==> config.mk <==
export PLATFORM = sky130hd
export DESIGN_NAME = clk2_matmul_consumer
export DESIGN_NICKNAME = d
export VERILOG_FILES = /design/src/rtl/clk2_matmul_consumer_pkg.sv /design/src/rtl/clk2_matmul_consumer_dot4.sv /design/src/rtl/clk2_matmul_consumer.sv
export SDC_FILE = /design/constraint.sdc
export NUM_CORES = 1
export LEC_CHECK = 0
export ABC_CLOCK_PERIOD_IN_PS = 19610
export BUFFER_PORTS_ARGS = -buffer_cell sky130_fd_sc_hd__buf_2
export CORE_MARGIN = 1.5
export CORE_UTILIZATION = 25
export CTS_CLUSTER_SIZE = 30
export DETAILED_ROUTE_END_ITERATION = 6
export PLACE_DENSITY = 0.43
export SYNTH_ARGS = -nofsm -noshare
export SYNTH_HDL_FRONTEND = slang
export SYNTH_SLANG_ARGS = --single-unit
export TNS_END_PERCENT = 100
==> constraint.sdc <==
create_clock -name clk -period 19.61 [get_ports clk]
set_input_delay 2.9415 -clock clk [delete_from_list [all_inputs] [get_ports clk]]
set_output_delay 2.9415 -clock clk [all_outputs]
set_load 0.01 [all_outputs]
==> src/rtl/clk2_matmul_consumer_pkg.sv <==
// clk2_matmul_consumer_pkg: shared types and constants for the clk2 matmul consumer.
// Holds the FSM state encoding, default widths and matrix geometry.
package clk2_matmul_consumer_pkg;

    // FSM state encoding
    typedef enum logic {
        COLLECT = 1'b0,
        EMIT    = 1'b1
    } state_t;

    // Default widths
    localparam int IN_W_DEF   = 8;
    localparam int ELEM_W_DEF = 4;
    localparam int OUT_W_DEF  = 10;

    // Matrix geometry: DIM x DIM, row-major
    localparam int DIM   = 4;
    localparam int NELEM = DIM * DIM;
    localparam int CNT_W = $clog2(NELEM);

endpackage

==> src/rtl/clk2_matmul_consumer_dot4.sv <==
// clk2_matmul_consumer_dot4: combinational 4-term unsigned dot product.
// Ports: a0..a3, b0..b3 (ELEM_W each) in; sum (OUT_W) out.
module clk2_dot4
    import clk2_matmul_consumer_pkg::*;
#(
    parameter int ELEM_W = ELEM_W_DEF,
    parameter int OUT_W  = OUT_W_DEF
) (
    input  logic [ELEM_W-1:0] a0,
    input  logic [ELEM_W-1:0] a1,
    input  logic [ELEM_W-1:0] a2,
    input  logic [ELEM_W-1:0] a3,
    input  logic [ELEM_W-1:0] b0,
    input  logic [ELEM_W-1:0] b1,
    input  logic [ELEM_W-1:0] b2,
    input  logic [ELEM_W-1:0] b3,
    output logic [OUT_W-1:0]  sum
);

    // Full-width products; no truncation before the sum
    logic [2*ELEM_W-1:0] p0;
    logic [2*ELEM_W-1:0] p1;
    logic [2*ELEM_W-1:0] p2;
    logic [2*ELEM_W-1:0] p3;

    assign p0 = a0 * b0;
    assign p1 = a1 * b1;
    assign p2 = a2 * b2;
    assign p3 = a3 * b3;

    assign sum = OUT_W'(p0) + OUT_W'(p1) + OUT_W'(p2) + OUT_W'(p3);

endmodule

==> src/rtl/clk2_matmul_consumer.sv <==
// clk2_matmul_consumer: collects 16 A/B element pairs, then writes C = A x B
// to an async FIFO one element per cycle.
// Ports:
//   clk, rst_n        clock, async active-low reset
//   in_valid, in_data synchronizer dvalid/dout ({A[k], B[k]})
//   busy              high while emitting (to synchronizer dbusy)
//   fifo_full         FIFO write-side full
//   fifo_winc         registered FIFO write enable
//   fifo_wdata        registered FIFO write data
//   err_drop          (only with CLK2_DROP_ERR_EN) sticky flag for
//                     in_valid rising edges dropped during EMIT
module clk2_matmul_consumer
    import clk2_matmul_consumer_pkg::*;
#(
    parameter int IN_W   = IN_W_DEF,
    parameter int ELEM_W = ELEM_W_DEF,
    parameter int OUT_W  = OUT_W_DEF
) (
    input  logic             clk,
    input  logic             rst_n,
    input  logic             in_valid,
    input  logic [IN_W-1:0]  in_data,
    output logic             busy,
    input  logic             fifo_full,
    output logic             fifo_winc,
    output logic [OUT_W-1:0] fifo_wdata
`ifdef CLK2_DROP_ERR_EN
    ,
    output logic             err_drop
`endif
);

    state_t state;
    state_t state_nxt;

    logic             in_valid_d;
    logic [CNT_W-1:0] word_cnt;
    logic [CNT_W-1:0] emit_idx;

    logic [ELEM_W-1:0] a_mem [NELEM];
    logic [ELEM_W-1:0] b_mem [NELEM];

    logic rise;
    logic accept;
    logic issue;
    logic last_word;
    logic last_emit;

    logic [1:0]       row;
    logic [1:0]       col;
    logic [OUT_W-1:0] dot;

    // A held level counts once: only the rising edge of in_valid is a word
    assign rise      = in_valid & ~in_valid_d;
    assign accept    = rise & (state == COLLECT);
    assign issue     = (state == EMIT) & ~fifo_full;
    assign last_word = (word_cnt == CNT_W'(NELEM - 1));
    assign last_emit = (emit_idx == CNT_W'(NELEM - 1));

    assign busy = (state == EMIT);

    // Current output element C[row][col]
    assign row = emit_idx[3:2];
    assign col = emit_idx[1:0];

    clk2_dot4 #(
        .ELEM_W (ELEM_W),
        .OUT_W  (OUT_W)
    ) u_dot (
        .a0  (a_mem[{row, 2'd0}]),
        .a1  (a_mem[{row, 2'd1}]),
        .a2  (a_mem[{row, 2'd2}]),
        .a3  (a_mem[{row, 2'd3}]),
        .b0  (b_mem[{2'd0, col}]),
        .b1  (b_mem[{2'd1, col}]),
        .b2  (b_mem[{2'd2, col}]),
        .b3  (b_mem[{2'd3, col}]),
        .sum (dot)
    );

    // State register
    always_ff @(posedge clk or negedge rst_n) begin
        if (!rst_n) begin
            state <= COLLECT;
        end else begin
            state <= state_nxt;
        end
    end

    // Next-state logic
    always_comb begin
        state_nxt = state;
        case (state)
            COLLECT: begin
                if (accept && last_word) begin
                    state_nxt = EMIT;
                end
            end
            EMIT: begin
                if (issue && last_emit) begin
                    state_nxt = COLLECT;
                end
            end
            default: begin
                state_nxt = COLLECT;
            end
        endcase
    end

    // Capture path: edge detector, word counter, A/B storage
    always_ff @(posedge clk or negedge rst_n) begin
        if (!rst_n) begin
            in_valid_d <= 1'b0;
            word_cnt   <= '0;
            for (int k = 0; k < NELEM; k++) begin
                a_mem[k] <= '0;
                b_mem[k] <= '0;
            end
        end else begin
            in_valid_d <= in_valid;
            if (accept) begin
                a_mem[word_cnt] <= in_data[2*ELEM_W-1:ELEM_W];
                b_mem[word_cnt] <= in_data[ELEM_W-1:0];
                // Wraps to 0 on word 15, ready for the next job
                word_cnt        <= word_cnt + 1'b1;
            end
        end
    end

    // Emit path: registered FIFO write port
    always_ff @(posedge clk or negedge rst_n) begin
        if (!rst_n) begin
            emit_idx   <= '0;
            fifo_winc  <= 1'b0;
            fifo_wdata <= '0;
        end else if (state == COLLECT) begin
            fifo_winc  <= 1'b0;
            fifo_wdata <= '0;
        end else if (issue) begin
            fifo_winc  <= 1'b1;
            fifo_wdata <= dot;
            emit_idx   <= emit_idx + 1'b1;
        end else begin
            // FIFO full: stall with data and index held
            fifo_winc  <= 1'b0;
        end
    end

`ifdef CLK2_DROP_ERR_EN
    // Sticky: a new transfer arrived while the previous job was draining
    always_ff @(posedge clk or negedge rst_n) begin
        if (!rst_n) begin
            err_drop <= 1'b0;
        end else if (rise && (state == EMIT)) begin
            err_drop <= 1'b1;
        end
    end
`endif

endmodule

==> impl_metrics.sql <==
INSERT INTO impl_metrics (metric_group, metric, value, unit) VALUES
('run_status', 'run_status', 'finished clean', ''),
('synth', 'syn_avg_cell_area', '13.1', 'um2'),
('route', 'drt_drc_violations_left', '0', ''),
('layout', 'count_of_inserted_antenna_diode_cells', '0', ''),
('flow_run', 'cap_viol_max_count', '0', ''),
('route', 'detailroute.via_count', '5108', ''),
('setup_path', 'cp-end-kind', 'flip-flop', ''),
('setup_path', 'critPathLaunchType', 'flip-flop', ''),
('layout', 'register_area', '3730', 'um2'),
('setup_path', 'worstSetupPathType', 'reg2reg', ''),
('timing', 'max_slew.worst_pin.slew', '0.891', 'ns'),
('clock_tree', 'cts_resized', '0', ''),
('setup_path', 'cp_slowest_cell', 'sky130_fd_sc_hd__mux4_1', ''),
('global_routing', 'first_global_vias', '5500', ''),
('setup_path', 'rr_startpoint', 'emit_idx[2]$_DFFE_PN0P_', ''),
('timing', 'max-slew-margin-rel', '0.406', ''),
('global_routing', 'wire_length_of_the_first_global_routing_pass', '32900', 'um'),
('setup_path', 'worst_path_most_repeated_cell', 'sky130_fd_sc_hd__fa_1', ''),
('synth', 'number_of_flip_flops_and_latches_in_the_synthesized_netlist', '149', ''),
('timing', 'timing.clock.skew', '0.0122', 'ns'),
('layout', 'synthToLayoutAreaGrowth', '12.8', '%'),
('setup_path', 'rr_worst_depth', '23', ''),
('synth', 'async_reset_ff_frac', '1.00', ''),
('clock_tree', 'clock_tree.root_cell', 'sky130_fd_sc_hd__clkbuf_16', ''),
('timing', 'timing.fmax', '126', 'MHz'),
('layout', 'nets', '813', ''),
('setup_path', 'critical_path.max_stage_delay', '0.64', 'ns'),
('layout', 'post_route_cells_drive_above_1_share', '0.301', ''),
('clock_tree', 'insertion_delay', '0.44', 'ns'),
('worst_hold_path', 'hold_path_class', 'reg2reg', ''),
('synth', 'netlist_instances', '691', ''),
('timing', 'min_period', '7.92', 'ns'),
('placed_design', 'portBuffers', '23', ''),
('timing', 'finalHoldViolCount', '0', ''),
('placed_design', 'gp_congestion', '0.710', ''),
('layout', 'finish.utilization', '0.287', ''),
('global_routing', 'grt_start_max_net_pins', '93', ''),
('clock_tree', 'post-cts-setup-buffers', '0', ''),
('synth', 'synth_warnings', '0', ''),
('synth', 'syn_nets', '796', ''),
('route', 'totalWireLength', '20300', 'um'),
('synth', 'netlist_area', '9060', 'um2'),
('global_routing', 'grt_overflow_total', '0', ''),
('die', 'ios', '24', ''),
('clock_tree', 'clk_pin_slew', '0.07', 'ns'),
('layout', 'finalInstanceArea', '10200', 'um2'),
('setup_path', 'timing.critical_path.to', 'fifo_wdata[8]$_DFFE_PN0P_', ''),
('synth', 'sequential_fraction_of_the_synthesis_area', '0.412', ''),
('route', 'routed_via_density', '4.32', ''),
('route', 'first_iter_violations', '143', ''),
('clock_tree', 'clock_tree_from_tritoncts', 'yes', ''),
('layout', 'fillCellCount', '3653', ''),
('timing', 'finalMaxSlewViolations', '0', ''),
('route', 'drt.antenna.violating_nets', '0', ''),
('die', 'core-area', '35700', 'um2'),
('placed_design', 'hpwl', '14700', 'um'),
('timing', 'rsz0062_at_grt', 'no', ''),
('placed_design', 'instance_area_after_placement', '9620', 'um2'),
('layout', 'area_used_by_multi_input_combinational_logic', '4860', 'um2'),
('clock_tree', 'cts_made_buffers', '17', ''),
('global_routing', 'grt_antenna_before_repair', '1', ''),
('synth', 'synth_flop_cell', 'sky130_fd_sc_hd__dfrtp_1', ''),
('timing', 'report.final.setup_viol', '0', ''),
('setup_path', 'critical_path.cell_chain', 'buf_4, mux4_1, and2_1, fa_1, inv_1, fa_1, inv_1, fa_1, inv_1, fa_1, fa_1, fa_1, inv_1, fa_1, fa_1, inv_1, fa_1, inv_1, fa_1, a21o_1, a211oi_1, mux2i_1, nand3_1', ''),
('setup_path', 'worst_r2r_endpoint', 'fifo_wdata[8]$_DFFE_PN0P_', ''),
('setup_path', 'critical_path.startpoint', 'emit_idx[2]$_DFFE_PN0P_', ''),
('timing', 'final.hold.worst_slack', '0.487', 'ns'),
('route', 'drt-wirelength-per-cell', '17.2', 'um'),
('timing', 'layout_worst_path_cycle_share', '0.404', ''),
('die', 'effective_utilization_at_floorplan', '0.254', ''),
('clock_tree', 'cts_hold_repair.buffers', '0', '');
## synth_stat cells, types with 3 or more instances
master,count,share of area
sky130_fd_sc_hd__a211oi_1,3,0.0025
sky130_fd_sc_hd__a21o_1,3,0.0025
sky130_fd_sc_hd__a21oi_1,6,0.0033
sky130_fd_sc_hd__and2_1,46,0.032
sky130_fd_sc_hd__and2_2,6,0.0050
sky130_fd_sc_hd__and3_1,6,0.0041
sky130_fd_sc_hd__buf_2,9,0.0050
sky130_fd_sc_hd__buf_4,5,0.0041
sky130_fd_sc_hd__buf_6,4,0.0050
sky130_fd_sc_hd__clkbuf_1,12,0.0050
sky130_fd_sc_hd__dfrtp_1,149,0.41
sky130_fd_sc_hd__fa_1,43,0.095
sky130_fd_sc_hd__ha_1,50,0.069
sky130_fd_sc_hd__inv_1,79,0.033
sky130_fd_sc_hd__mux2_2,126,0.16
sky130_fd_sc_hd__mux2i_1,7,0.0077
sky130_fd_sc_hd__mux4_1,20,0.058
sky130_fd_sc_hd__mux4_2,12,0.030
sky130_fd_sc_hd__nand2_1,31,0.013
sky130_fd_sc_hd__nand3_1,4,0.0022
sky130_fd_sc_hd__nand3_2,6,0.0066
sky130_fd_sc_hd__nand4_1,3,0.0021
sky130_fd_sc_hd__nor2_1,4,0.0017
sky130_fd_sc_hd__nor2b_1,7,0.0048
sky130_fd_sc_hd__nor3b_1,3,0.0025
sky130_fd_sc_hd__o21ai_0,12,0.0066
sky130_fd_sc_hd__xnor2_1,11,0.011
## metal layers
metal  share of wire  track usage  vias up
li1                -            -     2409
met1            0.52        0.166     2649
met2            0.46        0.180       36
met3           0.018       0.0220       14
met4           0.010       0.0327        0
met5               0            0        -
## final cells by class
| cell class | count | area share |
|---|---|---|
| Tap cell | 461 | 0.0565 |
| Timing Repair Buffer | 28 | 0.0156 |
| Inverter | 80 | 0.0294 |
| Sequential cell | 149 | 0.365 |
| Multi-Input combinational cell | 432 | 0.475 |
| Clock inverter | 15 | 0.0167 |
| Clock buffer | 17 | 0.0416 |
## layout by cell type (no fill, tap or decap), types with 12 or more instances in the layout
cell type,count
sky130_fd_sc_hd__nand2_1,31
sky130_fd_sc_hd__clkbuf_16,17
sky130_fd_sc_hd__dfrtp_1,149
sky130_fd_sc_hd__mux2_2,126
sky130_fd_sc_hd__mux4_2,12
sky130_fd_sc_hd__buf_2,22
sky130_fd_sc_hd__o21ai_0,12
sky130_fd_sc_hd__fa_1,43
sky130_fd_sc_hd__and2_1,46
sky130_fd_sc_hd__mux4_1,20
sky130_fd_sc_hd__ha_1,50
sky130_fd_sc_hd__inv_1,79
## worst max-delay path: cells and delay by family, from the launching register on
kind | cells | cell delay [ns]
fa+ha+maj | 10 | 4.96
mux | 2 | 0.86
buf+inv | 7 | 0.65
simple gates | 2 | 0.28
compound gates | 2 | 0.48
flops | 1 | 0.55
## kinds of logic after synthesis
kind of cell    count (synthesis)  synth area share
xor+xnor                       13            0.0126
buf+inv                       110            0.0522
simple gates                  128            0.0840
compound gates                 31            0.0209
mux                           167             0.255
flops                         149             0.412
fa+ha+maj                      93             0.164
## per-stage QoR
| step | cells | worst slack [ns] |
|---|---|---|
| 6_report | 1182 | 11.69 |
| 5_1_grt | 1182 | 11.26 |
| 4_1_cts | 1182 | 11.62 |
| 3_5_place_dp | 1150 | 11.59 |
| 3_3_place_gp | 1150 | 11.70 |
| 2_1_floorplan | 691 | 12.18 |
## state kept, by name (all words and copies together), names as in the netlist
| signal | cells |
|---|---|
| a_mem | 64 |
| busy | 1 |
| emit_idx | 4 |
| b_mem | 64 |
| in_valid_d | 1 |
| fifo_wdata | 10 |
| word_cnt | 4 |
| fifo_winc | 1 |
## worst min-delay path by stage
stage | startpoint | to | cells past startpoint
floorplan | b_mem[12]$_DFFE_PN0P_ | b_mem[12]$_DFFE_PN0P_ | 1
global placement | b_mem[13]$_DFFE_PN0P_ | b_mem[13]$_DFFE_PN0P_ | 1
detailed placement | b_mem[13]$_DFFE_PN0P_ | b_mem[13]$_DFFE_PN0P_ | 1
CTS | b_mem[13]$_DFFE_PN0P_ | b_mem[13]$_DFFE_PN0P_ | 1
global route | b_mem[30]$_DFFE_PN0P_ | b_mem[30]$_DFFE_PN0P_ | 1
finish | b_mem[12]$_DFFE_PN0P_ | b_mem[12]$_DFFE_PN0P_ | 1
Power is left out: the tool's default activity adds up to more than one toggle a clock period on the data nets, which glitch-free logic cannot reach.
